==> config.mk <==
export PLATFORM = sky130hd
export DESIGN_NAME = iterative_shifter
export DESIGN_NICKNAME = d
export VERILOG_FILES = /design/src/rtl/iterative_shifter.sv
export SDC_FILE = /design/constraint.sdc
export NUM_CORES = 1
export LEC_CHECK = 0
export ABC_CLOCK_PERIOD_IN_PS = 5900
export CORE_AREA = 4 4 64 49
export CTS_CLUSTER_DIAMETER = 50
export DETAILED_ROUTE_END_ITERATION = 8
export DIE_AREA = 0 0 68 53
export PLACE_DENSITY_LB_ADDON = 0.08
export SYNTH_ARGS = -nofsm -noshare
export SYNTH_HDL_FRONTEND = slang
export SYNTH_SLANG_ARGS = --single-unit
==> constraint.sdc <==
create_clock -name clk -period 5.9 [get_ports clk]
set_clock_uncertainty 0.2 [all_clocks]
set_input_delay 1.18 -clock clk [delete_from_list [all_inputs] [get_ports clk]]
set_output_delay 1.18 -clock clk [all_outputs]
set_load 0.005 [all_outputs]
==> src/rtl/iterative_shifter.sv <==
// ============================================================================
// Module   : iterative_shifter
// Summary  : Multi-cycle rotator/shifter that applies one log-step stage per
//            cycle, with valid/ready handshakes on both sides.
//            Optional macro SHIFTER_EARLY_EXIT_EN finishes as soon as no
//            higher shamt bits remain.
// Revision : 1.0 - initial release
// ============================================================================
`default_nettype none

`ifndef Enable
`define Enable 1'b1
`endif
`ifndef Disable
`define Disable 1'b0
`endif

module iterative_shifter #(
  parameter int DATA     = 8,
  parameter int SHAMT    = 3,
  parameter bit ROTATE   = `Enable,
  parameter bit TO_RIGHT = `Enable,
  parameter bit ARITH    = `Disable
) (
  input  logic             clk,
  input  logic             reset_,
  input  logic             in_valid,
  output logic             in_ready,
  input  logic [DATA-1:0]  in,
  input  logic [SHAMT-1:0] shamt,
  output logic             out_valid,
  input  logic             out_ready,
  output logic [DATA-1:0]  out,
  output logic             busy
);

  localparam int STEP_W    = (SHAMT > 1) ? $clog2(SHAMT) : 1;
  localparam bit USE_ARITH = ARITH && !ROTATE && TO_RIGHT;

  typedef enum logic [1:0] {
    S_IDLE  = 2'd0,
    S_SHIFT = 2'd1,
    S_DONE  = 2'd2
  } state_t;

  state_t            state_q, state_d;
  logic [DATA-1:0]   data_q,  data_d;
  logic [DATA-1:0]   out_q,   out_d;
  logic [SHAMT-1:0]  shamt_q, shamt_d;
  logic [STEP_W-1:0] step_q,  step_d;

  logic [DATA-1:0]   w_stage [SHAMT];
  logic [DATA-1:0]   w_apply;
  logic              w_fill;
  logic              w_last;

  assign w_fill = USE_ARITH & data_q[DATA-1];

  // Each stage has a constant amount 2^j kept at full width, so stages whose
  // amount reaches DATA become all-fill for shifts and wrap modulo DATA for rotates.
  generate
    for (genvar j = 0; j < SHAMT; j++) begin : g_stage
      localparam longint unsigned AMT = 64'd1 << j;
      localparam int ROT = int'(AMT % 64'(DATA));
      localparam int SH  = (AMT >= 64'(DATA)) ? DATA : int'(AMT);
      localparam logic [DATA-1:0] HI = ~({DATA{1'b1}} >> SH);
      logic [DATA-1:0] w_rot;
      logic [DATA-1:0] w_shf;
      assign w_rot = TO_RIGHT ? ((data_q >> ROT) | (data_q << (DATA - ROT)))
                              : ((data_q << ROT) | (data_q >> (DATA - ROT)));
      assign w_shf = TO_RIGHT ? ((data_q >> SH) | (HI & {DATA{w_fill}}))
                              : (data_q << SH);
      assign w_stage[j] = ROTATE ? w_rot : w_shf;
    end
  endgenerate

  assign w_apply = shamt_q[step_q] ? w_stage[step_q] : data_q;

`ifdef SHIFTER_EARLY_EXIT_EN
  assign w_last = ((shamt_q >> step_q) >> 1) == '0;
`else
  assign w_last = (step_q == STEP_W'(SHAMT - 1));
`endif

  always_comb begin
    state_d = state_q;
    data_d  = data_q;
    out_d   = out_q;
    shamt_d = shamt_q;
    step_d  = step_q;
    case (state_q)
      S_IDLE: begin
        if (in_valid) begin
          data_d  = in;
          shamt_d = shamt;
          step_d  = '0;
          state_d = S_SHIFT;
        end
      end
      S_SHIFT: begin
        data_d = w_apply;
        step_d = step_q + 1'b1;
        if (w_last) begin
          out_d   = w_apply;
          state_d = S_DONE;
        end
      end
      S_DONE: begin
        if (out_ready) state_d = S_IDLE;
      end
      default: state_d = S_IDLE;
    endcase
  end

  always_ff @(posedge clk or negedge reset_) begin
    if (!reset_) begin
      state_q <= S_IDLE;
      data_q  <= '0;
      out_q   <= '0;
      shamt_q <= '0;
      step_q  <= '0;
    end else begin
      state_q <= state_d;
      data_q  <= data_d;
      out_q   <= out_d;
      shamt_q <= shamt_d;
      step_q  <= step_d;
    end
  end

  assign in_ready  = (state_q == S_IDLE);
  assign out_valid = (state_q == S_DONE);
  assign busy      = (state_q != S_IDLE);
  assign out       = out_q;

endmodule

`default_nettype wire

# Word level (Yosys, flattened, before mapping)
# Cells that the tools add are included.
# op_classes
bitwise	4
magnitude_cmp	2
addsub	1
n_eq_ne	6
muxes	14
reduce_logical	7
# ops
op	count
8-bit two-way mux	4
8-bit binary-select mux with 2-bit select	1
8-bit case mux with 2 select lines	1
2-bit two-way mux	4
6-bit by 8-bit OR with 8-bit output	1
7-bit by 8-bit OR with 8-bit output	1
8-bit by 4-bit OR with 8-bit output	1
2-bit case mux with 3 select lines	1
2-bit AND reduction	3
2-bit equality test (second input constant)	2
2-bit != test (second input constant)	2
2-bit case mux with 2 select lines	1
2-bit nonzero test	2
3-bit greater-or-equal comparator (second input constant)	1
2-bit by 3-bit less-than comparator with 1-bit output (second input constant)	1
2-bit NOT with 3-bit output	1
3-bit AND reduction	1
2-bit by 1-bit adder with 2-bit output (second input constant)	1
1-bit binary-select mux with 2-bit select	1
2-bit by 1-bit equality test with 1-bit output (second input constant)	1
2-bit zero test	1
2-bit by 1-bit != test with 1-bit output (second input constant)	1
1-bit two-way mux	1
# word_totals
inputBits	15
ff_bits	23
elab_cells	39

# Depth between registers and ports, before layout
# Gate-level depths: netlist of the first run.
# logic_depth
depth_word	6
depth_mapped	9
mapped_depth_nobuf	6

# Worst setup path after synthesis of the first run
# OpenSTA, ideal clock, no wires.
# synth_path
path_type	input -> register
startpoint	input port in_valid
endpoint	register data_q[2]
setup_time_ps	126
setup_slack_ps	3535
t_required_ps	5574
path_stages	4
arrival_time_ps	2039
path_buffers	1
path_cell_list	o21bai_1 or3_1 buf_6 a221o_1
# synth_between
elab_chain_cells	2
# synth_rtl
item	line	source
start, declared	27	input logic in_valid,
2-bit != test (no line)	-	
2-bit AND reduction (no line)	-	
end signal, assigned	124	data_q <= data_d;
end, declared	47	logic [DATA-1:0] data_q, data_d;
# No other way between the ends.
# A chain may end at the register's enable or synchronous reset.

# Final worst setup path of the first run
# layout_path
startpoint	register state_q[0]
endpoint	output port in_ready
# layout_between
elab_chain_cells	1
# layout_rtl
item	line	source
start, declared	46	state_t state_q, state_d;
start signal, assigned	123	state_q <= state_d;
2-bit zero test	131	assign in_ready = (state_q == S_IDLE);
end, declared	28	output logic in_ready,
# No other way between the ends.

==> reports/metrics.cfg, run 1 <==
[synth]
yosysWarningCount = 0
syn-mean-instance-area_um2 = 10.8
post_synth_inst_count = 121
synth_fp_nets = 137
synthDominantCellAreaShare_pct = 44.1
synth-seq-area-share_pct = 44.1
synth_ff_type = dfrtp_1
async_flop_share_pct = 100
synth_edf_count = 0
synth.area.top_cells = dfrtp_1 44%, a221o_1 11%, mux2_2 8.6%
post_synth_most_frequent_cells = 23 x dfrtp_1, 14 x a221o_1, 14 x nor3_1
yosysUniqueCellTypes = 30
yosysTopAreaCell = dfrtp_1
syn-cell-area_um2 = 1310
synth_most_common_cell = dfrtp_1
ys_seq_elements = 23

[timing]
worstMarginPinSlew_ps = 1040
setup_viol = 0
finalHoldViolCount = 0
min_period_ps = 2900
final_max_slew_viol_count = 0
fin_ws_ps = 3000
grt_setup_unrepaired = false
fmax_mhz = 345
slew_headroom_pct = 30.4
fin_crit_sh_pct = 49.1
fin_setup_tns_ps = 0

[clock_tree]
cts_resized = 0
cts.htree.levels = 1
tritoncts = done
tritoncts.num_buffers = 3
worst_skew_pair.late_latency_ps = 320
cts.path.max_buffers = 2
cts_num_sinks = 23
cts_setup_buffers = 0
cts.hold.buffers_added = 0
clk_root_buffer_cell = clkbuf_4
clkTransAtPathRegs_ps = 140

[routing]
drt-vias-per-instance = 5.83
drt-initial-drc-count = 70
number_of_remaining_drc_errors = 0
drt_first_pass_iters = 4
drt-total-wl_mm = 2.74
post_drt_antenna_nets = 0
route.detailed.wl_per_inst_um = 15.6
vias_after_detailed_routing = 1026

[worst_hold_path]
min-delay-path-class = flop to flop
worst_hold_startpoint = shamt_q[1]
min_delay_worst_endpoint = shamt_q[1]
hold_path_depth = 1

[critical_path]
worst-setup-path-type = flop to primary output
critical_path_cell_count = 2
cp.arrival_ps = 1520
worstPathBufferInverterCount = 1
worstRegToRegCells = 6
critical_path.slowest_cell = clkdlybuf4s50_1
timing.rr.start = step_q[0]
critical_path_rt_ps = 4520
worstSetupStartpointType = flop
crit_family = buffers and inverters
r2r-end = out[7]
worst_setup_path_startpoint = state_q[0]
worst_path_largest_cell_delay_ps = 540
critPathMaxFanout = 7
timing.critical_path.to_type = primary output
cp_cell_sequence = nor2_1 > clkdlybuf4s50_1
ff2ff_setup_slack_ps = 3210

[power]
power_density_over_cell_area_nw_per_um2 = 549
leakage_nw = 0.660
ir_drop_mv = 0.268

[layout]
nets = 157
layout.cell_area.non_filler_um2 = 1560
final_layout_size_suffix_gt1_share_pct = 12.9
utilization_pct = 60.0
insertedDiodeCount = 0
syn_to_final_growth_pct = 19.6
final.fill_count = 231

[die]
floorplan.core_area_um2 = 2600
floorplan.rows = 16
die_height_um = 53
fp.dieW_um = 68
io_pins = 26
start_util_pct = 50.1
total_die_area_um2 = 3600

[place]
detailed_place_hpwl_mm = 1.95
place_ws_ps = 2910
port_buffers = 25
detailed_place.area_um2 = 1530
place_congestion = 0.864

[global_route]
grt_pass1_wl_mm = 4.64
grt_start_max_net_pins = 24
grt_remaining_overflow = 0
grt_antenna_before_repair = 0
grtUsageTotal_pct = 17.3
grt_pass1_vias = 970

[status]
run_status = finished clean

[job]
maxCapViolCount = 0

[metrics by stage]
stage / std cells / hold slack (ps) / total power [mW]
final: 176 / 314 / 0.857
after global placement: 172 / 289 / 0.779
after global routing: 176 / 338 / 0.930
after CTS: 176 / 322 / 0.863
after detailed placement: 172 / 296 / 0.785
after floorplan: 121 / 255 / 0.679
[worst register-to-register path, stage by stage (launching register included)]
cell and delay (ps):
dfrtp_1 630, clkinv_1 340, ha_1 280, inv_1 60, or2_1 470, nor2b_1 270, a221o_1 350
[layout by cell type (no fill, tap or decap)]
cell type        netlist  routed
a21oi_1                5       5
a221o_1               14      14
a221oi_1               1       1
a221oi_2               1       1
a22oi_1                2       2
and2_1                 1       1
and3b_1                5       5
clkbuf_4               0       3
clkdlybuf4s50_1        0      25
clkinv_1               1       1
clkinv_2               0       1
dfrtp_1               23      23
ha_1                   1       1
inv_1                  6       6
mux2_2                10      10
mux2_4                 1       1
mux2i_1                2       2
mux2i_4                1       1
nand2_1                3       3
nand2b_1               2       2
nand3b_1               1       1
nor2_1                 4       4
nor2b_1                3       3
nor2b_2                1       1
nor3_1                14      14
nor3b_1                2       2
o21ai_0                4       4
o21bai_1               1       1
or2_1                  1       1
or3_1                  1       1
[state kept, by name (all words and copies together) (netlist names)]
signal and count:
shamt_q 3, data_q 8, out 8, step_q 2, state_q 2
[routing by layer]
layer,global-route usage [%],wire (µm),up-vias
met4,3.96,13,0
met3,4.67,134,2
met5,0,0,-
met2,26.4,1240,30
met1,24.2,1360,497
li1,-,-,497
[power breakdown]
group          switching, mW  internal, mW
Clock                 0.0471        0.0253
Combinational          0.215         0.250
Sequential            0.0915         0.228
[how the worst max path moves through the flow]
stage,slack [ps],endpoint
after floorplan,3540,data_q[2]
after global placement,2940,data_q[5]
after detailed placement,2910,data_q[5]
after CTS,2980,in_ready
after global routing,2900,out_valid
final,3000,in_ready
[logic make-up after synthesis]
group           share of synthesized area (%)
simple gates                             17.0
mux                                      13.0
flops                                    44.1
buf+inv                                  7.19
compound gates                           17.7
fa+ha+maj                               0.959
[cell type report]
cell class	count	area, µm²	area share [%]
clock buffer	3	22.5	1.44
multi-input combinational	81	636	40.7
sequential	23	576	36.9
timing repair buffer	25	250	16.0
inverter	7	26.3	1.68
tap	36	45.0	2.89
clock inverter	1	5.00	0.321
(Power assumes the default switching activity.)
==> run 2, diff against run 1 <==
- ABC_CLOCK_PERIOD_IN_PS: 5900 -> 2480
- CORE_AREA: 4 4 64 49 -> 4 4 69 52
- DIE_AREA: 0 0 68 53 -> 0 0 73 56
- clock period: 5.9 -> 2.48 ns (I/O delays scaled with it)
==> run 2 against run 1 <==
  * Cell area up 4.7%
  * Clock power rose to 3.2 times the previous value
  * Global-route usage down 1.5 points
  * Routed wire length up 8.5%
  * Combinational power rose to 2.7 times the previous value
  * Non-clock buffer count up 7
  * Hold slack worse by 10 ps
  * Count of clock-buffer cells in the layout unchanged
==> reports/metrics.cfg, run 2 (synthesis results as in run 1) <==
[status]
run_status = finished clean  ; unchanged

[power]
comb_power_share_pct = 57.0  ; was 54.2%
leakage_nw = 0.702  ; was 0.660 nW
power_density_over_cell_area_nw_per_um2 = 1340  ; was 549 nW/µm²
report.power.total_mw = 2.20  ; was 0.857 mW
pwr-share-seq_pct = 32.3  ; was 37.3%
total_switching_power_mw = 0.879  ; was 0.354 mW
ir_drop_mv = 0.744  ; was 0.268 mV
power_report.internal_total_mw = 1.32  ; was 0.504 mW
clkPwrFrac_pct = 10.6  ; was 8.5%
sw_frac_of_total_pct = 40.0  ; was 41.3%

[timing]
finalHoldViolCount = 0  ; unchanged
worstMarginPinSlew_ps = 462  ; was 1040 ps
slew_headroom_pct = 69.2  ; was 30.4%
fin_crit_sh_pct = 87.1
min_period_ps = 2160
grt_setup_unrepaired = false  ; unchanged
fin_setup_tns_ps = 0  ; unchanged
fmax_mhz = 463
setup_viol = 0  ; unchanged
final.hold.worst_slack_ps = 304  ; was 314 ps
fin_ws_ps = 319  ; was 3000 ps
final_max_slew_viol_count = 0  ; unchanged

[layout]
utilization_pct = 54.5  ; was 60.0%
nets = 164  ; was 157
stdcell_count = 185  ; was 176
layout.cell_area.non_filler_um2 = 1630  ; was 1560 µm²
layout_common_cells = 25 x clkdlybuf4s50_1, 23 x dfrtp_1, 14 x nor3_1, 14 x a221o_1, 10 x mux2_2  ; unchanged
syn_to_final_growth_pct = 25.2  ; was 19.6%
final_layout_size_suffix_gt1_share_pct = 17.0  ; was 12.9%
insertedDiodeCount = 0  ; unchanged
layout.cells.most_common = clkdlybuf4s50_1  ; unchanged
final.fill_count = 270  ; was 231

[clock_tree]
clk_root_buffer_cell = clkbuf_8  ; was clkbuf_4
cts.path.max_buffers = 2  ; unchanged
cts_setup_buffers = 0  ; unchanged
tritoncts = done  ; unchanged
cts_num_sinks = 23  ; unchanged
cts.htree.levels = 1  ; unchanged
cts_resized = 0  ; unchanged
cts.hold.buffers_added = 0  ; unchanged
worst_skew_pair.late_latency_ps = 260  ; was 320 ps
tritoncts.num_buffers = 3  ; unchanged
clkTransAtPathRegs_ps = 90  ; was 140 ps

[routing]
drt-total-wl_mm = 2.98  ; was 2.74 mm
post_drt_antenna_nets = 0  ; unchanged
vias_after_detailed_routing = 1027  ; was 1026
drt-vias-per-instance = 5.55  ; was 5.83
drt-initial-drc-count = 40  ; was 70
number_of_remaining_drc_errors = 0  ; unchanged
route.detailed.wl_per_inst_um = 16.1  ; was 15.6 µm
drt_first_pass_iters = 4  ; unchanged

[place]
place_congestion = 0.850  ; was 0.864
detailed_place.area_um2 = 1590  ; was 1530 µm²
port_buffers = 25  ; unchanged
place_inst = 181  ; was 172
detailed_place_hpwl_mm = 2.19  ; was 1.95 mm
place_ws_ps = 152  ; was 2910 ps

[die]
total_die_area_um2 = 4090  ; was 3600 µm²
die_height_um = 56  ; was 53 µm
start_util_pct = 43.5  ; was 50.1%
fp.dieW_um = 73  ; was 68 µm
floorplan.rows = 17  ; was 16
floorplan.core_area_um2 = 3000  ; was 2600 µm²
io_pins = 26  ; unchanged

[critical_path]
timing.critical_path.to_type = primary output  ; unchanged
critPathMaxFanout = 7  ; unchanged
critical_path.slowest_cell = clkdlybuf4s50_1  ; unchanged
cp_cell_sequence = nand2b_1 > inv_1 > clkdlybuf4s50_1  ; was nor2_1 > clkdlybuf4s50_1
cp.arrival_ps = 1460  ; was 1520 ps
worst_path_largest_cell_delay_ps = 490  ; was 540 ps
critical_path_rt_ps = 1780  ; was 4520 ps
worstSetupStartpointType = flop  ; unchanged
worst-setup-path-type = flop to primary output  ; unchanged

[worst_hold_path]
min-delay-path-class = flop to flop  ; unchanged

[global_route]
grt_use_met3_pct = 4.33  ; was 4.67%
grt.met1_usage_pct = 22.0  ; was 24.2%
grt_remaining_overflow = 0  ; unchanged
grt_pass1_wl_mm = 5.17  ; was 4.64 mm
grt_antenna_before_repair = 0  ; unchanged
met2_usage_pct = 25.0  ; was 26.4%
grt_pass1_vias = 1015  ; was 970
grt_start_max_net_pins = 24  ; unchanged
grt_most_used_layer = met2  ; unchanged
grtUsageTotal_pct = 15.8  ; was 17.3%

[job]
maxCapViolCount = 0  ; unchanged

## run 2: cell types whose count changed in the layout (fill, tap and decap cells not counted)
cell      before  now
clkbuf_4       3    0
clkbuf_8       0    3
buf_4          0    7
## run 2: final cells by class
type	count	area (µm²)	share of cell area [%]
Multi-Input combinational cell	81	636	38.9
Inverter	7	26.3	1.61
Clock buffer	3	41.3	2.53
Clock inverter	1	5.00	0.306
Tap cell	38	47.5	2.91
Timing Repair Buffer	32	303	18.5
Sequential cell	23	576	35.2
## run 2: final timing paths
kind                             from          to  slack (ps)  cells after the start
max reg2reg                 step_q[0]      out[4]         360                      7
max in group asynchronous      reset_      out[0]        1470                      2
max                        state_q[0]   out_valid         320                      3
min reg2reg                shamt_q[1]  shamt_q[1]         300                      1
min                        shamt_q[1]  shamt_q[1]         300                      1
min in group asynchronous      reset_      out[6]         370                      2
## run 2: power by group through the flow
stage          Sequential, mW  Combinational (mW)  Clock, mW
2_1_floorplan           0.671               0.944          0
3_3_place_gp            0.708                1.23          0
3_5_place_dp            0.715                1.26          0
4_1_cts                 0.708                1.26      0.244
5_1_grt                 0.733                1.39      0.255
6_report                0.710                1.25      0.234
## run 2: metal layers
layer	part of all wire (%)	vias to the layer above	wire length, µm
li1	-	509	-
met1	49	493	1460
met2	45	23	1340
met3	5.3	2	158
met4	0.40	0	12
met5	0	-	0
## run 2: worst max-delay path: cells and delay by family, from the launching register on
family / cells / cell delay (ps)
AND/OR/NAND/NOR: 1 / 190
flip-flops: 1 / 470
buffers and inverters: 2 / 550
